### config.mk
export PLATFORM = sky130hd
export DESIGN_NAME = bcd_serial_adder_flat
export DESIGN_NICKNAME = d
export VERILOG_FILES = /design/src/rtl/bcd_pkg.sv /design/src/rtl/bcd_serial_adder_if.sv /design/src/rtl/bcd_digit_add.sv /design/src/rtl/bcd_serial_adder.sv /design/src/flat_wrapper.sv
export SDC_FILE = /design/constraint.sdc
export NUM_CORES = 1
export LEC_CHECK = 0
export BUFFER_PORTS_ARGS = -buffer_cell sky130_fd_sc_hd__buf_4
export CORE_AREA = 5 5 105 107
export CTS_BUF_LIST = sky130_fd_sc_hd__clkbuf_8
export DETAILED_ROUTE_END_ITERATION = 10
export DIE_AREA = 0 0 110 112
export GPL_TIMING_DRIVEN = 0
export HOLD_SLACK_MARGIN = 0.15
export PLACE_DENSITY = 0.5
export SYNTH_ARGS = -nofsm -noshare
export SYNTH_HDL_FRONTEND = slang
export SYNTH_SLANG_ARGS = --single-unit
### constraint.sdc
create_clock -name clk -period 2.89 [get_ports clk]
set_input_delay 0 -clock clk [delete_from_list [all_inputs] [get_ports clk]]
set_output_delay 0 -clock clk [all_outputs]
set_load 0.02 [all_outputs]
### src/rtl/bcd_pkg.sv
// Shared definitions for the BCD adder family: FSM states, BCD digit limits
// and a digit-validity helper.
package bcd_pkg;

   typedef enum logic [1:0] {
      IDLE = 2'd0,
      ADD  = 2'd1,
      DONE = 2'd2
   } state_t;

   localparam logic [3:0] BCD_MAX = 4'd9;
   localparam logic [3:0] BCD_ADJ = 4'd6;

   function automatic logic is_bcd(input logic [3:0] nibble);
      return (nibble <= BCD_MAX);
   endfunction

endpackage

### src/rtl/bcd_serial_adder_if.sv
// Request/result bundle for the digit-serial BCD adder.
// The master drives operands and the start strobe; the slave returns status and result.
interface bcd_serial_adder_if #(
   parameter int NDIG = 4
);
   localparam int W = 4 * NDIG;

   logic         start;
   logic [W-1:0] a;
   logic [W-1:0] b;
   logic         cin;
   logic         busy;
   logic         done;
   logic [W-1:0] sum;
   logic         cout;
   logic         err;

   modport master (
      output start, a, b, cin,
      input  busy, done, sum, cout, err
   );

   modport slave (
      input  start, a, b, cin,
      output busy, done, sum, cout, err
   );

endinterface

### src/rtl/bcd_digit_add.sv
// Single-digit BCD add cell: binary add, then +6 correction when the raw sum
// exceeds 9. Purely combinational; also used by the parallel adder path.
module bcd_digit_add
   import bcd_pkg::*;
(
   input  logic [3:0] a,
   input  logic [3:0] b,
   input  logic       ci,
   output logic [3:0] s,
   output logic       co
);

   logic [4:0] t;

   // raw binary sum (0..19 for valid digits, up to 31 otherwise) and decimal correction
   always_comb begin
      t  = {1'b0, a} + {1'b0, b} + {4'b0000, ci};
      s  = t[3:0];
      co = 1'b0;
      if (t > {1'b0, BCD_MAX}) begin
         s  = t[3:0] + BCD_ADJ;
         co = 1'b1;
      end
   end

endmodule

### src/rtl/bcd_serial_adder.sv
// Digit-serial NDIG-digit BCD adder. Operands are latched on an accepted
// start and summed one digit per clock, least significant digit first.
// Result, carry-out and the invalid-digit flag hold until the next accept.
//
//  state | meaning
//  ------+-----------------------------------------------------------
//  IDLE  | waiting for start; outputs hold the previous result
//  ADD   | one digit per cycle, exactly NDIG cycles
//  DONE  | one cycle, done=1, sum/cout/err valid
module bcd_serial_adder
   import bcd_pkg::*;
#(
   parameter int NDIG = 4
)(
   input  logic              clk,
   input  logic              rst,
   bcd_serial_adder_if.slave bus
);

   localparam int W  = 4 * NDIG;
   localparam int CW = (NDIG > 1) ? $clog2(NDIG) : 1;
   localparam logic [CW-1:0] CNT_LAST = CW'(NDIG - 1);

   state_t        state_q;
   state_t        state_d;
   logic          accept;
   logic          last;
   logic          bad;

   logic [W-1:0]  a_sh;
   logic [W-1:0]  b_sh;
   logic [W-1:0]  sum_sh;
   logic [W-1:0]  sum_next;
   logic          c;
   logic [CW-1:0] cnt;

   logic [3:0]    ds;
   logic          dc;

   logic [W-1:0]  sum_q;
   logic          cout_q;
   logic          err_q;

   bcd_digit_add u_digit (
      .a  (a_sh[3:0]),
      .b  (b_sh[3:0]),
      .ci (c),
      .s  (ds),
      .co (dc)
   );

   // new digit enters at the top so that after NDIG shifts digit 0 sits at the bottom
   generate
      if (NDIG == 1) begin : g_one
         assign sum_next = ds;
      end else begin : g_many
         assign sum_next = {ds, sum_sh[W-1:4]};
      end
   endgenerate

   // any operand nibble above 9 flags the whole operation
   always_comb begin
      bad = 1'b0;
      for (int i = 0; i < NDIG; i++) begin
         if (!is_bcd(bus.a[4*i +: 4]) || !is_bcd(bus.b[4*i +: 4])) begin
            bad = 1'b1;
         end
      end
   end

   // state register
   always_ff @(posedge clk or posedge rst) begin
      if (rst) begin
         state_q <= IDLE;
      end else begin
         state_q <= state_d;
      end
   end

   // next-state decode; start is only looked at in IDLE
   always_comb begin
      state_d = state_q;
      accept  = 1'b0;
      last    = (cnt == CNT_LAST);
      case (state_q)
         IDLE: begin
            if (bus.start) begin
               accept  = 1'b1;
               state_d = ADD;
            end
         end
         ADD: begin
            if (last) begin
               state_d = DONE;
            end
         end
         DONE:    state_d = IDLE;
         default: state_d = IDLE;
      endcase
   end

   // operand shifters, digit carry, counter and held result registers
   always_ff @(posedge clk or posedge rst) begin
      if (rst) begin
         a_sh   <= '0;
         b_sh   <= '0;
         sum_sh <= '0;
         c      <= 1'b0;
         cnt    <= '0;
         sum_q  <= '0;
         cout_q <= 1'b0;
         err_q  <= 1'b0;
      end else if (accept) begin
         a_sh  <= bus.a;
         b_sh  <= bus.b;
         c     <= bus.cin;
         cnt   <= '0;
         err_q <= bad;
      end else if (state_q == ADD) begin
         sum_sh <= sum_next;
         a_sh   <= a_sh >> 4;
         b_sh   <= b_sh >> 4;
         c      <= dc;
         cnt    <= cnt + 1'b1;
         // result is captured on the edge into DONE so it is valid alongside done
         if (last) begin
            sum_q  <= sum_next;
            cout_q <= dc;
         end
      end
   end

   assign bus.busy = (state_q != IDLE);
   assign bus.done = (state_q == DONE);
   assign bus.sum  = sum_q;
   assign bus.cout = cout_q;
   assign bus.err  = err_q;

endmodule

### src/flat_wrapper.sv
// flat-port wrapper written by rule: the top's interface ports become plain ports
module bcd_serial_adder_flat import bcd_pkg::*;
#(
   parameter int NDIG = 4
)
  (clk, rst, bus_start, bus_a, bus_b, bus_cin, bus_busy, bus_done, bus_sum, bus_cout, bus_err);
  bcd_serial_adder_if #(.NDIG(NDIG)) bus_i ();
  input  logic clk;
  input  logic rst;
  input wire logic [$bits(bus_i.start)-1:0] bus_start;
  input wire logic [$bits(bus_i.a)-1:0] bus_a;
  input wire logic [$bits(bus_i.b)-1:0] bus_b;
  input wire logic [$bits(bus_i.cin)-1:0] bus_cin;
  output wire logic [$bits(bus_i.busy)-1:0] bus_busy;
  output wire logic [$bits(bus_i.done)-1:0] bus_done;
  output wire logic [$bits(bus_i.sum)-1:0] bus_sum;
  output wire logic [$bits(bus_i.cout)-1:0] bus_cout;
  output wire logic [$bits(bus_i.err)-1:0] bus_err;
  assign bus_i.start = bus_start;
  assign bus_i.a = bus_a;
  assign bus_i.b = bus_b;
  assign bus_i.cin = bus_cin;
  assign bus_busy = bus_i.busy;
  assign bus_done = bus_i.done;
  assign bus_sum = bus_i.sum;
  assign bus_cout = bus_i.cout;
  assign bus_err = bus_i.err;
  bcd_serial_adder #(.NDIG(NDIG)) u_core (.clk(clk), .rst(rst), .bus(bus_i));
endmodule
Word-level counts from Yosys, hierarchy flattened
Cells that the tools add are included.
{"block": "totals", "register_bits": 71}
{"block": "op_classes", "bitwise": 1, "n_addsub": 4, "n_eq_ne": 5, "reduce_logical": 18, "mux": 19, "n_lt_le_gt_ge": 9}
{"cell": "$mux W16", "n": 4}
{"cell": "$le A4 B4 Y1 const B", "n": 8}
{"cell": "$mux W1", "n": 9}
{"cell": "$logic_not A1 Y1", "n": 8}
{"cell": "$mux W2", "n": 4}
{"cell": "$add A4 B4 Y5", "n": 1}
{"cell": "$add A5 B1 Y5", "n": 1}
{"cell": "$gt A5 B4 Y1 const B", "n": 1}
{"cell": "$add A4 B3 Y4 const B", "n": 1}
{"cell": "$eq A2 B2 Y1 const B", "n": 2}
{"cell": "$logic_or A1 B1 Y1", "n": 4}
{"cell": "$mux W4", "n": 1}
{"cell": "$pmux W2 S2", "n": 1}
{"cell": "$reduce_and A2 Y1", "n": 2}
{"cell": "$reduce_bool A2 Y1", "n": 2}
{"cell": "$reduce_and A3 Y1", "n": 1}
{"cell": "$add A2 B1 Y2 const B", "n": 1}
{"cell": "$eq A2 B1 Y1 const B", "n": 1}
{"cell": "$logic_not A2 Y1", "n": 1}
{"cell": "$ne A2 B1 Y1 const B", "n": 1}
{"cell": "$ne A2 B2 Y1 const B", "n": 1}
{"cell": "$not A1 Y1", "n": 1}

Longest topological paths before layout
Gate-level depths: netlist (run 1).
{"block": "logic_depth", "word_depth": 7, "mapped_depth": 7}

Cells and area by module
From an unflattened synthesis (run 1), not the netlist that was laid out.
{"block": "unflattened", "cells_unflattened": 282, "hier_area_um2": 2921.6}
{"module": "bcd_serial_adder", "seq_area_each_um2": 1676.6, "cells_each": 260, "area_each_um2": 2710.1, "instances": 1}
{"module": "bcd_digit_add", "seq_area_each_um2": 0.0, "cells_each": 22, "area_each_um2": 211.5, "instances": 1}

Worst setup path before layout (run 1)
OpenSTA, ideal clock, no wires.
{"block": "synth_path", "path_type": "flip-flop to flip-flop", "from": "register u_core.c", "to": "register u_core.sum_q[13], in the netlist u_core.bus.sum[13]", "setup_slack_ps": 416, "period_less_slack_ps": 2474, "n_path_buf": 0, "required_ps": 2821, "t_arrival_ps": 2405, "path_stages_with_launch": 8, "setup_time_ps": 69, "path_cell_list": "dfrtp_1 -> fa_1 -> fa_1 -> inv_1 -> ha_1 -> a21o_1 -> or4_1 -> nand3_1"}
{"block": "synth_via", "elab_chain_len": 3}
{"element": "start, declared", "line_no": "bcd_serial_adder.sv:34", "text": "logic c;"}
{"element": "start signal, assigned", "line_no": "bcd_serial_adder.sv:116", "text": "c <= bus.cin;"}
{"element": "$add A5 B1 Y5 (*)", "line_no": "bcd_digit_add.sv:17", "text": "t = {1'b0, a} + {1'b0, b} + {4'b0000, ci};"}
{"element": "$add A4 B3 Y4 or $gt A5 B4 Y1 (tied branches)", "line_no": "bcd_digit_add.sv:21, bcd_digit_add.sv:20"}
{"element": "$mux W4 (*)", "line_no": "bcd_digit_add.sv:20", "text": "if (t > {1'b0, BCD_MAX}) begin"}
{"element": "end signal, assigned", "line_no": "bcd_serial_adder.sv:127", "text": "sum_q <= sum_next;"}
{"element": "end, declared", "line_no": "bcd_serial_adder.sv:40", "text": "logic [W-1:0] sum_q;"}
Every way passes the cells marked *; elsewhere a longest branch is shown, timed or not.
A chain may end at the register's enable or synchronous reset.

Worst setup path after layout (run 1)
Same ends and word-level chain as after synthesis.

==> results list, run 1 <==
* Result of the run: complete, no violations
- Entering global routing, the biggest net connects between 60 and 70 pins.
* Path type of the worst setup path: flip-flop to flip-flop
- Peak Freq: 0.378 GHz
- Worst Hold Slack: approximately 0.38 ns
- Between clock sinks in the finished design, the worst skew comes to ~0.01 ns.
- Clock latency on the worst-skew pair: 0.35 ns
- Measured against its own limit, the worst slew margin works out to 0.445.
* Total Neg Setup Slack: 0 ns
- Slowest cell on the critical path: sky130_fd_sc_hd__fa_1
- The die is 112 um tall.
- Mapped Cells: 319
* Count of buffering cells on the critical path with inverters included: 1
* Leakage power summed over all cells: roughly 2 nW
- The first detailed-routing pass took 4 iterations.
* Sinks on the clock net: 67
- TritonCTS built the clock tree.
- The routed layout has 2,560 vias.
- The worst-case IR drop observed on VDD is between 0.0004 and 0.0005 V.
- Ratio of cells with drive above 1 in the final layout: 0.179
- Setup repair after global routing missed its margin: no
- Starting DRT DRC Count: 108
- Along the worst path, the maximum fanout reaches 7.
- First-pass GRT wire length: between 10,000 and 15,000 um
- Worst endpoint required time: approximately 3.2 ns
* Avg Cell Area, Syn: 9.21 um2
- In this run the horizontal extent of the chip is between 100 and 150 um.
- Number of antenna violations at the first check in global routing: 0
- Total number of nets in the final design: around 460
* Remaining antenna violation count after routing: 0
- Synth cell count leaders: 137 x sky130_fd_sc_hd__nand2_1, 67 x sky130_fd_sc_hd__dfrtp_1, 25 x sky130_fd_sc_hd__a22oi_1
- The most used flip-flop cell after synthesis is sky130_fd_sc_hd__dfrtp_1.
- In this run the worst hold path is classified as input port to async pin.
- Post-synthesis instance area: ~0.0029 mm2
- Max incr delay on CP: approximately 0.60 ns
- The cell family contributing the most delay on the critical path is adder cells.
* Starting utilization of the core area: 0.292
- The floorplan has 37 rows.
- The share of the Yosys chip area taken by registers is 0.571.
- Among the stages of the critical path, the cell type that occurs most often is sky130_fd_sc_hd__fa_1.
- Count of different cell masters after synthesis: 29
- The worst setup path is launched from a flip-flop.
- Clock Tree Buf Depth: 2
- GRT Resource Usage Total: 0.132
- In the synthesized netlist the async set-or-reset flop fraction comes to 1.00.
- CTS H-Tree Depth: 3
* Register bit total from synthesis: 67
- Across the run, the number of max-cap violations was 0.
- Max-slew violations: 0
* Final cell count without fillers: between 500 and 600
- In this run, placement finished with an instance count of just over 500.
- STA classifies the critical path endpoint as a flip-flop.
- Via count of the first global-routing pass: about 2,600
* Cell at the root of the clock tree: sky130_fd_sc_hd__clkbuf_8
* Area share of the leading cell type in the synthesized netlist: 0.571
- After layout, the design draws a total of 4.53 mW.
- Compared with the post-synthesis result, the final layout area differs by 38.0%.
- Routability-driven placement finished with a final weighted congestion of 0.753.
- The synthesized design contains 0 enable-type register cells.
- Number of antenna cells inserted: 0
* Clock transition time at the flip-flop clock pins of the worst setup and hold paths: 0.08 ns
- Subtracting the final worst setup slack from the clock period gives ~2.6 ns.
- Number of warning messages in the yosys log: 0
- In the routed layout, each cell is associated on average with a via count of 4.56.
- Post-Route WL: 7500 um
* WL/cell: 13.4 um
- Dividing total power by cell area gives a power density of 1120 mW/mm2.
* Inserted Clock Buffers: 9
* Synth Net Count: 362
- Final count of negative-setup-slack endpoints: 0
- Data arrival time of the critical path: 2.93 ns
- The wire-length estimate of the detail-placed layout is about 5200 um.
- Core region area: 0.0100 mm2
* Count of input and output buffers: 55
* Hold Violations, Final: 0
- During I/O placement, the number of pins put on the boundary was 56.
- In the routed design, unresolved DRC markers number 0.
* Fin crit share: 0.916
- In the post-synthesis netlist, the cell with the most instances is sky130_fd_sc_hd__nand2_1.
- The total overflow left after global routing is 0.
* List of cells traversed by the critical path: fa_1, fa_1, inv_1, ha_1, a21o_1, or4_1, nand3_1
- The largest total area in the synthesized netlist belongs to sky130_fd_sc_hd__dfrtp_1.
- The die covers 0.0123 mm2.
* Largest cells by area after synthesis: sky130_fd_sc_hd__dfrtp_1 57%, sky130_fd_sc_hd__nand2_1 18%, sky130_fd_sc_hd__a22oi_1 6.4%, sky130_fd_sc_hd__o21ai_0 4.1%, sky130_fd_sc_hd__ha_1 2.1%
- Worst Tran Pin Value: 0.832 ns
-- flip-flops by register name, indices dropped and copies added, names as in the netlist --
register,cells
u_core.c,1
u_core.bus.sum,16
u_core.bus.cout,1
u_core.b_sh,16
u_core.bus.err,1
u_core.a_sh,16
u_core.sum_sh,12
u_core.cnt,2
u_core.state_q,2
-- power by group --
group | leakage, nW | total, mW | switching [mW] | internal (mW)
sequential | 0.845 | 1.62 | 0.251 | 1.36
clock | 0.0925 | 0.715 | 0.363 | 0.352
combinational | 1.07 | 2.20 | 1.33 | 0.872
-- layout by cell type (no fill, tap or decap), types with 3 or more instances in the layout --
| master | count |
|---|---|
| sky130_fd_sc_hd__a21o_1 | 4 |
| sky130_fd_sc_hd__a21oi_1 | 3 |
| sky130_fd_sc_hd__a22oi_1 | 25 |
| sky130_fd_sc_hd__and3_1 | 3 |
| sky130_fd_sc_hd__buf_4 | 55 |
| sky130_fd_sc_hd__clkbuf_1 | 16 |
| sky130_fd_sc_hd__clkbuf_8 | 11 |
| sky130_fd_sc_hd__dfrtp_1 | 67 |
| sky130_fd_sc_hd__dlygate4sd3_1 | 35 |
| sky130_fd_sc_hd__ha_1 | 5 |
| sky130_fd_sc_hd__inv_1 | 4 |
| sky130_fd_sc_hd__nand2_1 | 137 |
| sky130_fd_sc_hd__nor2_1 | 4 |
| sky130_fd_sc_hd__o21ai_0 | 24 |
-- metrics by stage --
| step | area (um2) | utilization | setup WS [ns] |
|---|---|---|---|
| global placement | 3520 | 0.350 | 0.286 |
| finish | 4050 | 0.403 | 0.243 |
| CTS | 4050 | 0.403 | 0.242 |
| global route | 4050 | 0.403 | 0.121 |
| floorplan | 2940 | - | 0.416 |
| detailed placement | 3520 | 0.351 | 0.257 |
-- worst reg2reg max path: stages (launching register included) --
cell and delay [ns]:
sky130_fd_sc_hd__dfrtp_1 0.41, sky130_fd_sc_hd__fa_1 0.48, sky130_fd_sc_hd__fa_1 0.60, sky130_fd_sc_hd__inv_1 0.08, sky130_fd_sc_hd__ha_1 0.21, sky130_fd_sc_hd__a21o_1 0.26
sky130_fd_sc_hd__or4_1 0.48, sky130_fd_sc_hd__nand3_1 0.08
-- per-layer routing --
metal  track usage  wire, um  up-vias  part of all wire
li1              -         -     1282                 -
met1         0.179      3490     1202              0.47
met2         0.204      3490       68              0.46
met3        0.0423       438        8             0.058
met4        0.0299        82        0             0.011
met5             0         0        -                 0
-- final timing paths --
check	start	to	slack [ns]	cells past startpoint
worst max register to register	u_core.c$_DFFE_PP0P_	u_core.bus.sum[13]$_DFFE_PP0P_	0.24	7
worst min register to register	u_core.sum_sh[5]$_DFFE_PP0P_	u_core.bus.sum[1]$_DFFE_PP0P_	0.46	2
min in group clk	bus_b[12]	u_core.b_sh[12]$_DFFE_PP0P_	0.40	4
max in group asynchronous	rst	u_core.sum_sh[5]$_DFFE_PP0P_	1.96	3
worst max-delay path	u_core.c$_DFFE_PP0P_	u_core.bus.sum[13]$_DFFE_PP0P_	0.24	7
worst min-delay path	rst	u_core.b_sh[11]$_DFFE_PP0P_	0.38	3
-- layout make-up --
cell class	count	area, um2
flip-flops and latches	67	1680
clock inverters	5	28.8
clock buffers	11	151
multi-input cells	231	1180
plain buffers	16	60.1
repair buffers	90	763
fillers	1030	5990
inverters	5	21.3
well taps	136	170
-- timing repair --
item | 4_1_cts | 5_1_grt
buffers inserted | 0 | 0
endpoints found under the hold margin | 102 | 0
gates resized for setup | 0 | 0
hold buffers | 35 | 0
-- cell families (layout without fill, tap and decap cells) --
kind of cell	count (synthesis)	in the layout	share of synthesized area
compound gates	64	64	0.144
xor+xnor	2	2	0.00597
fa+ha+maj	7	7	0.0349
buf+inv	21	127	0.0268
flops	67	67	0.571
mux	1	1	0.00341
simple gates	157	157	0.213
(Power assumes the default switching activity.)
==> run 2, diff against run 1 <==
- ABC_AREA: default -> 1
- CORE_AREA: 5 5 105 107 -> 5 5 107 109
- DIE_AREA: 0 0 110 112 -> 0 0 112 114
==> results list, run 2 <==
- Switching part of the total power: 0.439 (+0.00973)
- The design internal power was 2.64 mW (+2.1%).
- The post-detailed-route via-to-cell ratio was 4.44 (-2.7%).
- In the post-synthesis netlist, the cell with the most instances is sky130_fd_sc_hd__nand2_1.
* Critical Path End Type: flip-flop
* Number of enable flip-flop cells after synthesis: 0 (unchanged)
- CTS Hold Buffers Added: 35 (unchanged)
- The post-synthesis average cell area is 9.01 um2 (-2.2%).
- First-pass GRT wire length: 13,100 um (+2.4%)
- Data arrival time of the critical path: 2.73 ns (-0.20 ns)
- The number of failing setup endpoints in the final timing report is 0 (unchanged).
* Postcts setup bufs: 0 (unchanged)
- Post-synthesis instance area: 0.00304 mm2 (+3.7%)
* Path type of the worst setup path: flip-flop to flip-flop
- Proportion of register bits with asynchronous set or reset after synthesis: 1.00 (unchanged)
- The top cell type's share of synthesized area is 0.551 (-0.0202).
- Count of instances resized after the clock tree is built: 0 (unchanged)
- Hold Violations, Final: 0 (unchanged)
* Die Y-Extent: 114 um (+1.8%)
- In this run the top signal layer used is met4.
- The multi-input gate area in the final layout is 0.00111 mm2 (-6.1%).
- The setup slack after placement came to 0.385 ns (+0.128 ns).
- Placed wire-length estimate: 5460 um (+5.3%)
* Fin util: 0.394 (-0.00891)
* Overflow left after global routing: 0 (unchanged)
- Leakage power summed over all cells: 2.04 nW (+1.5%)
- Via count: 2,588 (+1.1%)
* Portion of total power attributed to sequential cells: 0.334 (-0.022)
- The portion of total power attributed to combinational logic came to 0.527 (+0.041).
- For this run, the leading register cell type out of synthesis is sky130_fd_sc_hd__dfrtp_1.
- Clock Tree Buf Depth: 2 (unchanged)
* Hold/Removal Path Class: input port to flip-flop
- The layout net count was 482 (+4.1%).
- The I/O pin count came to 56 (unchanged).
- The final wirelength is 7660 um (+2.1%).
- The largest net degree at the start of global routing came to 68 (unchanged).
- Remaining antenna violation count after routing: 0 (unchanged)
- Area of the die: 0.0128 mm2 (+3.6%)
- Ratio of cells with drive above 1 in the final layout: 0.217 (+0.0379)
- Compared with the post-synthesis result, the final layout area differs by 36.2%.
- Footprint of the flip-flops and latches: 0.00168 mm2 (unchanged)
- The normalized max-slew margin is 0.454 (+0.00859).
- The number of distinct library cells after synthesis is 24 (-17%).
* Clock latency on the worst-skew pair: 0.34 ns (about the same)
- Worst Hold Slack: 0.215 ns (-0.164 ns)
- Post-synth top area cell: sky130_fd_sc_hd__dfrtp_1
- The routed length on met3 came to 441 um (+0.68%).
- The final worst-path setup slack is 0.390 ns (+0.147 ns).
- The fill cell instance count of the final layout was 1,082 (+5.0%).
- Launching element type of the critical path: flip-flop
* DRC violations left: 0 (unchanged)
* CTS H-Tree Depth: 3 (unchanged)
- Register bit total from synthesis: 67 (unchanged)
- CTS tree: yes
- The final total negative setup slack was 0 ns (unchanged).
- Leaving out fill and tap cells, the most frequent cell in the layout is sky130_fd_sc_hd__nand2_1.
* Via count of the first global-routing pass: 2,735 (+5.1%)
- The number of nets in the synthesized netlist is 381 (+5.2%).
- Sinks on the clock net: 67 (unchanged)
- Starting DRT DRC Count: 66 (-39%)
- Count of input and output buffers: 55 (unchanged)
* Clock transition time at the flip-flop clock pins of the worst setup and hold paths: 0.07 ns (about the same)
* Number of antenna cells inserted: 0 (unchanged)
* Fin crit share: 0.865 (-0.0509)
- The maximum vdd ir drop is 0.000393 V (-5.1%).
- The count of synthesis-stage warnings from yosys was 0 (unchanged).
- Largest cells by area after synthesis: sky130_fd_sc_hd__dfrtp_1 55%, sky130_fd_sc_hd__nand2_1 12%, sky130_fd_sc_hd__inv_1 5.2%, sky130_fd_sc_hd__o221ai_1 4.6%, sky130_fd_sc_hd__nand3_1 4.1%
- Worst endpoint required time: 3.12 ns (-0.05 ns)
- The sum of routed wire segments on met1 is 3520 um (+0.77%).
* Width of the die: 112 um (+1.8%)
- Tmin final: 2.50 ns (-0.147 ns)
* GRT Resource Usage Total: 0.127 (-0.00488)
- The switching power came to 2.07 mW (+6.2%).
- WL/cell: 13.1 um (-1.8%)
- Detailed-router iteration count before antenna repair: 4 (unchanged)
* Setup repair after global routing missed its margin: no
- The sequential share of the synthesized area came to 0.551 (-0.0202).
- Number of antenna violations at the first check in global routing: 0 (unchanged)
- The top fanout value on the critical path is 5 (-2).
- Final RePlAce weighted congestion: 0.764 (+1.6%)
* Mapped Cells: 338 (+6.0%)
- By count the netlist is led by 99 x sky130_fd_sc_hd__nand2_1, 67 x sky130_fd_sc_hd__dfrtp_1, 42 x sky130_fd_sc_hd__inv_1.
* Setup Skew: 0.00807 ns (-0.00208 ns)
* Dpl cells: 533 (+4.5%)
- The areal power density over the cells is 1140 mW/mm2 (+1.5%).
- Num rows: 38 (+2.7%)
- Core region area: 0.0105 mm2 (+4.6%)
- The non-filler instance count after layout is 583 (+3.9%).
* Inserted Clock Buffers: 9 (unchanged)
- The run finished with clean final reports.
- Starting utilization of the core area: 0.290 (-0.00260)
* Worst Tran Pin Value: 0.819 ns (-0.0129 ns)
- Max-cap viol count: 0 (unchanged)
- The root buffer cell chosen for the clock tree is sky130_fd_sc_hd__clkbuf_8.
* Highest-count cells in the layout ignoring fill and taps: 99 x sky130_fd_sc_hd__nand2_1, 67 x sky130_fd_sc_hd__dfrtp_1, 57 x sky130_fd_sc_hd__buf_4, 43 x sky130_fd_sc_hd__inv_1, 35 x sky130_fd_sc_hd__dlygate4sd3_1
- The count of final max-slew check failures came to 0 (unchanged).
- Portion of total power attributed to the clock network: 0.139 (-0.019)
* Peak Freq: 0.400 GHz (+5.9%)
* Met2 wire len: 3650 um (+4.5%)
## run 2: changes by cell type after synthesis, moves of 14 or more
cell,change
sky130_fd_sc_hd__inv_1,+38
sky130_fd_sc_hd__nand2_1,-38
sky130_fd_sc_hd__a22oi_1,-25
sky130_fd_sc_hd__nand3_1,+23
sky130_fd_sc_hd__o221ai_1,+16
sky130_fd_sc_hd__clkbuf_1,-14
## run 2: metal layers
metal  vias to the layer above  global-route usage
met5                         -                   0
met3                         5              0.0408
li1                       1303                   -
met1                      1216               0.159
met4                         0              0.0264
met2                        64               0.217
## run 2: cells by family (layout without fill, tap and decap cells)
family          Yosys count  count (layout)  share of synthesized area
compound gates           62              62                      0.133
fa+ha+maj                 7               7                     0.0337
buf+inv                  60             165                     0.0851
flops                    67              67                      0.551
simple gates            142             142                      0.197
## run 2: power by group through the flow
stage / Combinational [mW] / Sequential (mW) / Clock [mW]
after global placement: 2.43 / 1.58 / 0
final: 2.48 / 1.57 / 0.654
after floorplan: 1.66 / 1.67 / 0
after CTS: 2.52 / 1.58 / 0.676
after global routing: 2.84 / 1.62 / 0.719
after detailed placement: 2.46 / 1.59 / 0
## run 2: worst max-delay path: stages, from the launching register on
cell,delay [ns]
sky130_fd_sc_hd__dfrtp_1,0.41
sky130_fd_sc_hd__fa_1,0.49
sky130_fd_sc_hd__fa_1,0.41
sky130_fd_sc_hd__nand2_1,0.12
sky130_fd_sc_hd__nand2_2,0.08
sky130_fd_sc_hd__ha_1,0.22
sky130_fd_sc_hd__inv_1,0.08
sky130_fd_sc_hd__nor2_1,0.05
sky130_fd_sc_hd__a21oi_2,0.11
sky130_fd_sc_hd__nand2_2,0.10
sky130_fd_sc_hd__nand2_4,0.09
sky130_fd_sc_hd__nand2_1,0.07
sky130_fd_sc_hd__nand3_1,0.09
sky130_fd_sc_hd__nand2_1,0.06
## run 2: worst paths after layout
| path | start | endpoint | slack [ns] | cells past startpoint |
|---|---|---|---|---|
| worst max register to register | u_core.c$_DFFE_PP0P_ | u_core.bus.sum[14]$_DFFE_PP0P_ | 0.39 | 13 |
| worst max-delay path | u_core.c$_DFFE_PP0P_ | u_core.bus.sum[14]$_DFFE_PP0P_ | 0.39 | 13 |
| min in group asynchronous | rst | u_core.bus.sum[6]$_DFFE_PP0P_ | 0.39 | 3 |
| worst min-delay path | bus_start | u_core.bus.err$_DFFE_PP0P_ | 0.22 | 5 |
| max in group asynchronous | rst | u_core.a_sh[1]$_DFFE_PP0P_ | 1.96 | 3 |
| worst min register to register | u_core.sum_sh[5]$_DFFE_PP0P_ | u_core.bus.sum[1]$_DFFE_PP0P_ | 0.48 | 2 |
## run 2: stage by stage
stage,area [um2],power [mW]
after floorplan,3040,3.33
after global placement,3630,4.01
after detailed placement,3630,4.05
after CTS,4150,4.78
after global routing,4150,5.18
final,4150,4.71
## run 2: area by class of cell
class | instances | area share
Sequential cell | 67 | 0.404
Multi-Input combinational cell | 211 | 0.267
Timing Repair Buffer | 90 | 0.184
Tap cell | 140 | 0.0423
Inverter | 45 | 0.0414
Clock buffer | 10 | 0.0332
Buffer | 15 | 0.0217
Clock inverter | 5 | 0.00543
==> run 3, diff against run 2 <==
- BUFFER_PORTS_ARGS: -buffer_cell sky130_fd_sc_hd__buf_4 -> -buffer_cell sky130_fd_sc_hd__buf_2
==> results list, run 3 (same netlist as run 2, synthesis figures left out) <==
- Number of antenna violations at the first check in global routing: 0 (unchanged)
- Number of antenna cells inserted: 0 (unchanged)
- The count of final max-slew check failures was 0 (unchanged).
- CP Max Fanout: 5 (unchanged)
- The power consumption is 4.72 mW (+0.27%).
* CTS H-Tree Depth: 3 (unchanged)
* Max incr delay on CP: 0.56 ns (+0.07 ns)
- The static leakage power was 2.00 nW (-1.8%).
- On the critical path, the stage with the largest delay is an instance of sky130_fd_sc_hd__fa_1.
* Worst Tran Pin Value: 0.811 ns (-0.00771 ns)
* Remaining antenna violation count after routing: 0 (unchanged)
- Count of input and output buffers: 55 (unchanged)
- Starting utilization of the core area: 0.290 (unchanged)
- The endpoint required time on the critical path came to 3.12 ns (about the same).
- The signal on the critical path passes through fa_1, fa_1, inv_1, ha_1, inv_1, nor2_1, a21oi_2, nand2_2, nand2_4, nand2_1, nand3_1, nand2_1.
* Highest-count cells in the layout ignoring fill and taps: 99 x sky130_fd_sc_hd__nand2_1, 67 x sky130_fd_sc_hd__dfrtp_1, 64 x sky130_fd_sc_hd__buf_2, 42 x sky130_fd_sc_hd__inv_1, 34 x sky130_fd_sc_hd__dlygate4sd3_1
- The fraction of layout instances using a drive strength above 1 was 0.221 (+0.00451).
- Clock latency on the worst-skew pair: 0.33 ns (about the same)
- Overflow left after global routing: 0 (unchanged)
- Maximum number of pins on one net before global-route repair: 68 (unchanged)
- Die Y-Extent: 114 um (unchanged)
* CTS tree: yes
- Max-cap viol count: 0 (unchanged)
- Total number of nets in the final design: 481 (-0.21%)
- The number of standard-cell rows in the floorplan was 38 (unchanged).
- The via count of the routed design is 2,539 (-1.9%).
* Number of filler cells placed in the layout: 1,083 (+0.092%)
- The global-route usage over all layers came to 0.127 (+0.000488).
* Width of the die: 112 um (unchanged)
* Setup Skew: 0.00757 ns (-0.000502 ns)
* Setup repair after global routing missed its margin: no
- Footprint of the flip-flops and latches: 0.00168 mm2 (unchanged)
* Final RePlAce weighted congestion: 0.733 (-4.1%)
- Area added between synthesis and finish: 32.4%
- The normalized max-slew margin came to 0.459 (+0.00514).
- Result of the run: complete, no violations
- Sinks on the clock net: 67 (unchanged)
- The number of global-route vias before repair was 2,613 (-4.5%).
- The clock period minus worst slack is 2.48 ns (-0.0236 ns).
* Hold/Removal Path Class: input port to flip-flop
* Most common cell after layout, fill and taps aside: sky130_fd_sc_hd__nand2_1
* Worst VDD drop: 0.000363 V (-7.7%)
- WL/cell: 13.1 um (about the same)
- The first-pass GRT wire length is 13,100 um (-0.43%).
* Starting DRT DRC Count: 111 (+68%)
- Fin crit share: 0.857 (-0.00816)
* Final count of negative-setup-slack endpoints: 0 (unchanged)
- Area of the die: 0.0128 mm2 (unchanged)
- Core region area: 0.0105 mm2 (unchanged)
* Detailed-route vias per instance: 4.36 (-1.9%)
* DRC violations left: 0 (unchanged)
* Cell at the root of the clock tree: sky130_fd_sc_hd__clkbuf_8
- The clock input transition at the sequential cells of the worst setup and hold paths is 0.07 ns (about the same).
- The worst setup path is of the flip-flop to flip-flop kind.
- The I/O pin count is 56 (unchanged).
- STA classifies the critical path startpoint as a flip-flop.
- The highest clock rate was 0.404 GHz (+0.95%).
* Hold Violations, Final: 0 (unchanged)
* Post-Route WL: 7660 um (about the same)
- The buffer levels on the longest clock path came to 2 (unchanged).
- The areal power density over the cells is 1170 mW/mm2 (+3.1%).
- The data arrival time of the critical path came to 2.70 ns (-0.03 ns).
- STA classifies the critical path endpoint as a flip-flop.
- Total Neg Setup Slack: 0 ns (unchanged)
- The detailed-placement wirelength estimate is 5340 um (-2.2%).
- Area of the multi-input gates: 0.00111 mm2 (unchanged)
- The first-pass iteration count of the detailed router was 5 (+1).
- The buffers inserted during post-CTS setup optimization is 0 (unchanged).
- The number of buffers created by CTS was 9 (unchanged).
-- run 3: cell count changes in the layout (fill, tap and decap cells not counted) --
cell | before | now
sky130_fd_sc_hd__buf_2 | 9 | 64
sky130_fd_sc_hd__buf_4 | 57 | 2
sky130_fd_sc_hd__bufinv_16 | 0 | 1
sky130_fd_sc_hd__dlygate4sd3_1 | 35 | 34
sky130_fd_sc_hd__clkinvlp_4 | 0 | 1
sky130_fd_sc_hd__inv_1 | 43 | 42
-- run 3: critical path: cells and delay by family, from the launching register on --
family | cells | cell delay (ns)
adders and majority gates | 3 | 1.25
DFF | 1 | 0.40
AOI/OAI and AO/OA | 1 | 0.12
buffers and inverters | 2 | 0.15
and+or+nand+nor | 6 | 0.47
-- run 3: power by group --
group          internal, mW  switching [mW]
clock                 0.414           0.351
sequential             1.37           0.195
combinational         0.862            1.53
total                  2.65            2.07
-- run 3: final cells by class --
type                       instances  share of cell area
timing repair buffer              89               0.153
buffer                            15              0.0223
tap                              140              0.0435
clock buffer                      10              0.0341
inverter                          45              0.0425
clock inverter                     6              0.0140
sequential                        67               0.416
multi-input combinational        211               0.275
-- run 3: stage by stage --
step	cells	setup WS (ns)	instance area [um2]	util	hold slack [ns]
floorplan	338	0.626	3040	-	0.121
global placement	533	0.327	3490	0.333	0.210
detailed placement	533	0.420	3500	0.333	0.213
CTS	583	0.394	4030	0.384	0.151
global route	583	0.185	4030	0.384	0.204
finish	583	0.414	4030	0.384	0.153
-- run 3: path summary, 6_finish.rpt --
path | start | to | slack (ns) | depth (start not counted)
setup / recovery | u_core.c$_DFFE_PP0P_ | u_core.bus.sum[14]$_DFFE_PP0P_ | 0.41 | 12
hold / removal | bus_start | u_core.b_sh[3]$_DFFE_PP0P_ | 0.15 | 4
setup reg to reg | u_core.c$_DFFE_PP0P_ | u_core.bus.sum[14]$_DFFE_PP0P_ | 0.41 | 12
hold reg to reg | u_core.bus.sum[2]$_DFFE_PP0P_ | u_core.bus.sum[2]$_DFFE_PP0P_ | 0.47 | 2
max in group asynchronous | rst | u_core.a_sh[7]$_DFFE_PP0P_ | 1.98 | 3
min in group asynchronous | rst | u_core.sum_sh[7]$_DFFE_PP0P_ | 0.38 | 3
-- run 3: routing by layer --
metal	global-route usage	vias up	share of wire
met5	0	-	0
met4	0.0361	0	0.0031
met3	0.0382	2	0.052
met2	0.211	57	0.48
met1	0.163	1170	0.47
li1	-	1310	-
-- run 3: what timing repair did --
action	in CTS	in global routing
gates resized for setup	0	0
hold endpoints to repair	101	0
setup endpoints to repair	0	0
hold buffers	34	0
